## src/rtl/kyber_compress_stream.sv

```systemverilog
// kyber_compress_stream
// Streaming Kyber Compress_q / Decompress_q engine with a 2-stage pipeline.
// Each polynomial is N beats. The bit count d and the mode are captured on the
// first beat of a polynomial and apply to all N beats of it.
//
// Ports:
//   clk        clock; all state changes on the rising edge
//   rst        asynchronous active-low reset
//   in_valid   input beat valid
//   in_ready   block can take a beat this cycle
//   in_data    coefficient x (compress) or code y (decompress)
//   in_d       bit count d (legal 1..D_MAX), used only on the first beat
//   in_mode    0 = compress, 1 = decompress, used only on the first beat
//   out_valid  output beat valid
//   out_ready  sink takes the beat this cycle
//   out_data   result, zero-extended to W
//   out_last   marks the Nth output beat of a polynomial
//   out_err    per-beat error (x >= Q in compress mode, or illegal d)
//   err        sticky error; set by any transferred out_err beat
//   err_clr    synchronous clear of err (a set in the same cycle wins)
//   busy       polynomial partially accepted or pipeline occupied
//
// Handshake: a beat moves on a rising edge exactly when valid and ready are
// both high on that edge. A source holding valid keeps its payload stable
// until the transfer. in_ready does not depend on in_valid. out_valid and
// the output payload stay stable until out_ready is seen.
module kyber_compress_stream #(
    parameter int Q     = 3329,
    parameter int N     = 256,
    parameter int W     = 16,
    parameter int D_MAX = 12
) (
    input  logic         clk,
    input  logic         rst,
    input  logic         in_valid,
    output logic         in_ready,
    input  logic [W-1:0] in_data,
    input  logic [3:0]   in_d,
    input  logic         in_mode,
    output logic         out_valid,
    input  logic         out_ready,
    output logic [W-1:0] out_data,
    output logic         out_last,
    output logic         out_err,
    output logic         err,
    input  logic         err_clr,
    output logic         busy
);

    // x * 2^D_MAX + Q/2 for x = 2^W-1 needs W + D_MAX + 1 bits.
    localparam int NUM_W = W + D_MAX + 1;
    localparam int Q_W   = $clog2(Q);
    // With K = NUM_W + Q_W and M = ceil(2^K / Q), floor(n*M / 2^K) equals
    // floor(n / Q) for every n < 2^NUM_W. Therefore the divide is exact over
    // the full input range.
    localparam int K     = NUM_W + Q_W;
    localparam int M_W   = K - Q_W + 1;
    localparam int P_W   = NUM_W + M_W;
    localparam int CNT_W = (N > 1) ? $clog2(N) : 1;

    localparam logic [M_W-1:0]   RECIP   = M_W'(((64'd1 << K) + 64'(Q) - 64'd1) / 64'(Q));
    localparam logic [NUM_W-1:0] HALF_Q  = NUM_W'(Q / 2);
    localparam logic [NUM_W-1:0] Q_EXT   = NUM_W'(Q);
    localparam logic [W-1:0]     Q_IN    = W'(Q);
    localparam logic [3:0]       D_MAX_4 = 4'(D_MAX);
    localparam logic [CNT_W-1:0] CNT_MAX = CNT_W'(N - 1);

    logic             adv;
    logic             accept;
    logic [CNT_W-1:0] cnt;
    logic [3:0]       lat_d;
    logic             lat_mode;

    logic [3:0]       eff_d;
    logic             eff_mode;
    logic             eff_d_ok;
    logic [W-1:0]     y_mask;
    logic [NUM_W-1:0] x_ext;
    logic [NUM_W-1:0] y_ext;
    logic [NUM_W-1:0] comp_num;
    logic [NUM_W-1:0] dec_num;
    logic             beat_err;

    logic             s1_valid;
    logic [NUM_W-1:0] s1_num;
    logic [3:0]       s1_d;
    logic             s1_mode;
    logic             s1_d_ok;
    logic             s1_last;
    logic             s1_err;

    logic [P_W-1:0]   prod;
    logic [W-1:0]     quot;
    logic [W-1:0]     comp_res;
    logic [W-1:0]     dec_res;
    logic [W-1:0]     s2_res;

    // The whole pipeline moves forward unless the output beat is blocked.
    assign adv      = !(out_valid && !out_ready);
    assign in_ready = rst && adv;
    assign accept   = in_valid && in_ready;
    assign busy     = (cnt != '0) || s1_valid || out_valid;

    // The first beat of a polynomial uses its own d/mode. Later beats use
    // the values captured with the first beat.
    assign eff_d    = (cnt == '0) ? in_d    : lat_d;
    assign eff_mode = (cnt == '0) ? in_mode : lat_mode;
    assign eff_d_ok = (eff_d != 4'd0) && (eff_d <= D_MAX_4);

    // Stage 1: multiply / add.
    always_comb begin
        y_mask   = in_data & ((W'(1) << eff_d) - W'(1));
        x_ext    = {{(NUM_W-W){1'b0}}, in_data};
        y_ext    = {{(NUM_W-W){1'b0}}, y_mask};
        comp_num = (x_ext << eff_d) + HALF_Q;
        dec_num  = y_ext * Q_EXT + ((NUM_W'(1) << eff_d) >> 1);
        beat_err = !eff_d_ok || (!eff_mode && (in_data >= Q_IN));
    end

    // Stage 2: divide by Q using the reciprocal, then mask. Decompress only
    // needs the rounding shift.
    always_comb begin
        prod     = P_W'(s1_num) * P_W'(RECIP);
        quot     = W'(prod >> K);
        comp_res = quot & ((W'(1) << s1_d) - W'(1));
        dec_res  = W'(s1_num >> s1_d);
        s2_res   = '0;
        if (s1_d_ok)
            s2_res = s1_mode ? dec_res : comp_res;
    end

    always_ff @(posedge clk or negedge rst) begin
        if (!rst) begin
            cnt       <= '0;
            lat_d     <= '0;
            lat_mode  <= 1'b0;
            s1_valid  <= 1'b0;
            s1_num    <= '0;
            s1_d      <= '0;
            s1_mode   <= 1'b0;
            s1_d_ok   <= 1'b0;
            s1_last   <= 1'b0;
            s1_err    <= 1'b0;
            out_valid <= 1'b0;
            out_data  <= '0;
            out_last  <= 1'b0;
            out_err   <= 1'b0;
            err       <= 1'b0;
        end else begin
            if (accept) begin
                cnt <= (cnt == CNT_MAX) ? '0 : cnt + CNT_W'(1);
                if (cnt == '0) begin
                    lat_d    <= in_d;
                    lat_mode <= in_mode;
                end
            end

            if (adv) begin
                s1_valid <= accept;
                if (accept) begin
                    s1_num  <= eff_mode ? dec_num : comp_num;
                    s1_d    <= eff_d;
                    s1_mode <= eff_mode;
                    s1_d_ok <= eff_d_ok;
                    s1_last <= (cnt == CNT_MAX);
                    s1_err  <= beat_err;
                end
                out_valid <= s1_valid;
                if (s1_valid) begin
                    out_data <= s2_res;
                    out_last <= s1_last;
                    out_err  <= s1_err;
                end
            end

            if (out_valid && out_ready && out_err)
                err <= 1'b1;
            else if (err_clr)
                err <= 1'b0;
        end
    end

endmodule

```

## config.mk

```make
export PLATFORM = sky130hd
export DESIGN_NAME = kyber_compress_stream
export DESIGN_NICKNAME = d
export VERILOG_FILES = /design/src/rtl/kyber_compress_stream.sv
export SDC_FILE = /design/constraint.sdc
export NUM_CORES = 1
export LEC_CHECK = 0
export CAP_MARGIN = 20
export CORE_AREA = 2 2 220 222
export DETAILED_ROUTE_END_ITERATION = 12
export DIE_AREA = 0 0 222 224
export GPL_TIMING_DRIVEN = 1
export PLACE_DENSITY_LB_ADDON = 0.12
export SLEW_MARGIN = 25
export SYNTH_ARGS = -nofsm -noshare
export SYNTH_HDL_FRONTEND = slang
export SYNTH_SLANG_ARGS = --single-unit
export TNS_END_PERCENT = 50
```

## constraint.sdc

```tcl
create_clock -name clk -period 15.2 [get_ports clk]
set_input_delay 1.52 -clock clk [delete_from_list [all_inputs] [get_ports clk]]
set_output_delay 1.52 -clock clk [all_outputs]
set_load 0.02 [all_outputs]
```

# ---- Word level (Yosys, flattened, before mapping)
# Cells that the tools add are included.
dict set report totals {
  ff_bits 71
  word_cells 61
}
dict set report classes {
  n_addsub 5
  mul 2
  order_cmp 2
  n_eq_ne 1
  shift 5
  mux 8
  bitwise_logic 3
  reduce_logical 20
}
# op count
set op_table {}
lappend op_table {{$mul A29 B30 Y57 const B} 1}
lappend op_table {{$and A16 B16 Y16} 2}
lappend op_table {{$mux W16} 2}
lappend op_table {{$shl A1 B4 Y16 const A} 2}
lappend op_table {{$sub A16 B1 Y16 const B} 2}
lappend op_table {{$add A28 B28 Y29} 1}
lappend op_table {{$add A29 B11 Y29 const B} 1}
lappend op_table {{$mux W29} 1}
lappend op_table {{$shl A1 B4 Y29 const A} 1}
lappend op_table {{$shl A16 B4 Y29} 1}
lappend op_table {{$shr A29 B4 Y16} 1}
lappend op_table {{$mul A16 B12 Y28 const B} 1}
lappend op_table {{$ge A16 B12 Y1 const B} 1}
lappend op_table {{$add A8 B1 Y8 const B} 1}
lappend op_table {{$eq A8 B8 Y1 const B} 1}
lappend op_table {{$logic_not A8 Y1} 1}
lappend op_table {{$mux W8} 1}
lappend op_table {{$reduce_bool A8 Y1} 1}
lappend op_table {{$logic_and A1 B1 Y1} 7}
lappend op_table {{$le A4 B4 Y1 const B} 1}
lappend op_table {{$logic_not A1 Y1} 4}
lappend op_table {{$mux W4} 1}
lappend op_table {{$reduce_and A2 Y1} 2}
lappend op_table {{$reduce_bool A4 Y1} 1}
lappend op_table {{other kinds (4)} 8}

# ---- Longest topological paths before layout
dict set report depth {
  word_depth 8
  ltp_mapped 38
  depth_no_buf 36
}

# ---- Worst setup path after synthesis
# OpenSTA, ideal clock, no wires.
dict set report synth_timing {
  path_type {input-to-reg}
  startpoint {input port in_d[3]}
  endpoint {register s1_num[27]}
  setup_time_ns 0.136
  t_arrival_ns 7.703
  required_ns 15.064
  slack_ns 7.361
  path_stages 27
  path_buffers 4
  cell_sequence {mux2i_1 > buf_4 > clkbuf_1 > buf_1 > nand3_1 > ha_1 > clkbuf_1 > xor2_1 > and2_1 > ha_1 > fa_1 > ha_1 > inv_1 > fa_1 > fa_1 > inv_1 > ha_1 > a21o_1 > a21o_1 > o2111ai_1 > a31oi_1 > a221o_1 > o21a_1 > nor4_1 > nor3_1 > xnor2_1 > a21oi_1}
}
dict set report synth_between {
  elab_chain_len 7
  elab_cells_between_ends 10
}
# element line_no
set synth_lines {}
lappend synth_lines {{from (decl)} 38} ;# input logic [3:0] in_d,
lappend synth_lines {{$mux W4 (*)} n/a}
lappend synth_lines {{$shl A1 B4 Y16} 112} ;# y_mask = in_data & ((W'(1) << eff_d) - W'(1));
lappend synth_lines {{$sub A16 B1 Y16} 112}
lappend synth_lines {{$and A16 B16 Y16} 112}
lappend synth_lines {{$mul A16 B12 Y28} 116} ;# dec_num = y_ext * Q_EXT + ((NUM_W'(1) << eff_d) >> 1);
lappend synth_lines {{$add A28 B28 Y29} 116}
lappend synth_lines {{$mux W29 (*)} 161} ;# s1_num <= eff_mode ? dec_num : comp_num;
lappend synth_lines {{to (signal assigned)} 161}
lappend synth_lines {{to (decl)} 85} ;# logic [NUM_W-1:0] s1_num;
# Every way passes the cells marked *; elsewhere a longest branch is shown, timed or not.
# A chain may end at the register's enable or synchronous reset.

# ---- Final worst setup path
dict set report layout_timing {
  startpoint {register s1_num[2]}
  endpoint {register out_data[5]}
}
dict set report layout_between {
  elab_chain_len 4
  elab_cells_between_ends 5
}
# element line_no
set layout_lines {}
lappend layout_lines {{$mul A29 B30 Y57} 123} ;# prod = P_W'(s1_num) * P_W'(RECIP);
lappend layout_lines {{$and A16 B16 Y16} 125} ;# comp_res = quot & ((W'(1) << s1_d) - W'(1));
lappend layout_lines {{$mux W16 (*)} 129} ;# s2_res = s1_mode ? dec_res : comp_res;
lappend layout_lines {{$mux W16 (*)} 128} ;# if (s1_d_ok)
lappend layout_lines {{to (signal assigned)} 170} ;# out_data <= s2_res;
lappend layout_lines {{to (decl)} 42} ;# output logic [W-1:0] out_data,
# Marked as above.

==> impl_results.md <==
* Setup repair bufs after CTS at 0
* Mapped Area at 23,400 um^2
* Num CTS Buffers at 9
* Clk root buf: clkbuf_16
* Synth area leader: fa_1
* Setup TNS at 0 ps
* Htree depth at 3
* # resized after CTS at 0
* Final Setup Violations at 0
* Synth warnings at 0
* Reg2Reg Depth at 27
* Hold Path Sink: s1_last
* Share of cells above drive strength 1 at 4.11%
* Final Hold Viols at 0
* Hold path startpoint: s1_last
* Via density per instance at 5.54
* CP Data Arrival Time at 9140 ps
* Worst R2R Start: s1_num[2]
* Initial antenna violation count at 1
* Synth top area share at 35.3%
* Primary FF master, synth: dfrtp_1
* Clock latency on the worst-skew pair at 350 ps
* CORE AREA at 47,300 um^2
* Post-synth EDFFs at 0
* Tcrit/Tclk final at 58.2%
* FF-to-FF End: out_data[5]
* Final Net Count at 3,282
* Worst R2R Setup Slack at 6350 ps
* ANT cells at 0
* CTS sink count at 71
* WL final at 63,400 um
* Pin count of the biggest net entering global routing at 65
* Die Ht at 224 um
* Placed Instances at 3,035
* DP HPWL at 55,100 um
* Starting DRT DRC Count at 815
* Fmax at 113 MHz
* Tot GR Track Use at 26.6%
* Slew Viols, Final at 0
* CTS tree: yes
* Syn Area/Cell at 9.74 um^2
* CP max FO at 9
* Clock transition at the registers of the reported paths at 70 ps
* Asr flop ratio synth at 100%
* Drt drc at 0
* Distinct cells, synth at 86
* Total number of vias at 16,900
* Most common cell after layout, fill and taps aside: inv_1
* Syn-to-layout area delta at 6.23%
* Clock buffer depth at 2
* Class of the worst hold path: reg -> reg
* First-pass GRT wire length at 102,000 um
* Cells after Synth at 2,406
* Die width at 222 um
* Critical path class: reg -> reg
* Largest cells by area after synthesis: fa_1 (35%), ha_1 (22%), inv_1 (9.4%), dfrtp_1 (7.6%), nand2_1 (2.2%)
* Fin crit period at 8850 ps
* Vias in the first global route at 18,200
* RSZ-0062 raised after global routing: no
* Detailed Routing Iterations Pass 1 at 5
* Wire per inst at 20.8 um
* Rows at 80
* IO Pins at 48
* Max capacitance violation total at 0
* Final Skew at 16.7 ps
* CP required at 15,490 ps
* Startpoint Class: register
* Fill cells at 4,389
* Status: complete, no violations
* CTS Hold Bufs at 0
* Initial Utilization at 49.5%
* GRT overflow at 0
* Sequential area share after synthesis at 7.58%
* Seq cells post-synth at 71
* GP Congestion at 0.944
* Most frequent cells in the layout: inv_1 (585), fa_1 (413), ha_1 (412)
* Critical Path End Type: register
* Port Buffers at 47
* Relative slew slack at 33.1%
* Detail Route Antenna Nets at 0
* DIE AREA at 49,700 um^2
* Tightest Pin Transition at 1000 ps
* Fin cells at 3,051
* Hold path cells at 1
[area by class of cell]
type	instances	area [um^2]	area share, %
flip-flops and latches	71	1780	7.14
clock inverters	4	35.0	0.141
clock buffers	12	256	1.03
multi-input cells	1697	19200	77.3
well taps	615	769	3.09
inverters	586	2200	8.84
repair buffers	66	611	2.45
[per-stage QoR]
step	hold WS (ps)	utilization (%)	area, um^2	setup WS (ps)
detailed placement	471	52.0	24600	6030
global route	500	52.6	24900	5760
floorplan	444	-	23400	7360
finish	484	52.6	24900	6350
global placement	462	52.0	24600	6190
CTS	486	52.6	24900	6370
[worst max-delay path by stage]
stage,start,endpoint,slack (ps),cells past startpoint
2_1_floorplan,in_d[3],s1_num[27],7360,27
3_3_place_gp,in_d[0],s1_num[27],6190,33
4_1_cts,in_d[0],s1_num[27],6370,33
3_5_place_dp,in_d[0],s1_num[27],6030,33
6_report,s1_num[2],out_data[5],6350,27
5_1_grt,in_d[0],s1_num[27],5760,33
[state kept, by name (all words and copies together) (netlist names), 4 cells and up]
signal    cells
out_data     16
s1_d          4
lat_d         4
s1_num       29
cnt           8
[synth_stat cells (all sizes together), types with 12 or more instances]
master	count
buf	17
mux4	25
a31oi	15
o21ai	89
xnor2	31
inv	586
nand3	40
nor4	14
clkbuf	38
dfrtp	71
nor2	96
and2	12
xor2	29
o211ai	14
mux2i	41
ha	412
and3	12
fa	413
nand2	139
a21oi	90
a211oi	20
a21o	26
nor3	24
[per-layer routing]
metal / wire (um) / vias up / share of wire [%] / GRT usage [%]
met2: 30100 / 393 / 47 / 44.7
li1: - / 7876 / - / -
met3: 2290 / 96 / 3.6 / 1.65
met5: 13 / - / 0.021 / 0
met1: 29000 / 8531 / 46 / 37.4
met4: 1990 / 2 / 3.1 / 7.74
[cell families after synthesis]
kind of cell | count (synthesis) | synth area share [%]
mux | 75 | 4.88
buf+inv | 641 | 10.4
xor+xnor | 60 | 2.24
flops | 71 | 7.58
fa+ha+maj | 825 | 57.3
simple gates | 380 | 7.78
compound gates | 352 | 9.77
other cells | 2 | 0.0321
[critical path, cell delays in order (launching register included)]
cell and delay (ps):
dfrtp_1 650, inv_1 180, fa_1 530, inv_1 140, fa_1 590, inv_1 80
fa_1 490, fa_1 490, inv_1 60, fa_1 480, fa_1 520, fa_1 510
inv_1 60, fa_1 490, inv_1 50, ha_1 380, nand3_1 120, or3_1 380
a211oi_1 710, o21a_1 230, o31ai_1 80, buf_4 180, o21bai_1 200, a21o_1 180
a21oi_1 110, or3b_2 450, a311oi_1 290, a211o_1 130
Power is left out: the tool's default activity adds up to more than one toggle a clock period on the data nets, which glitch-free logic cannot reach.
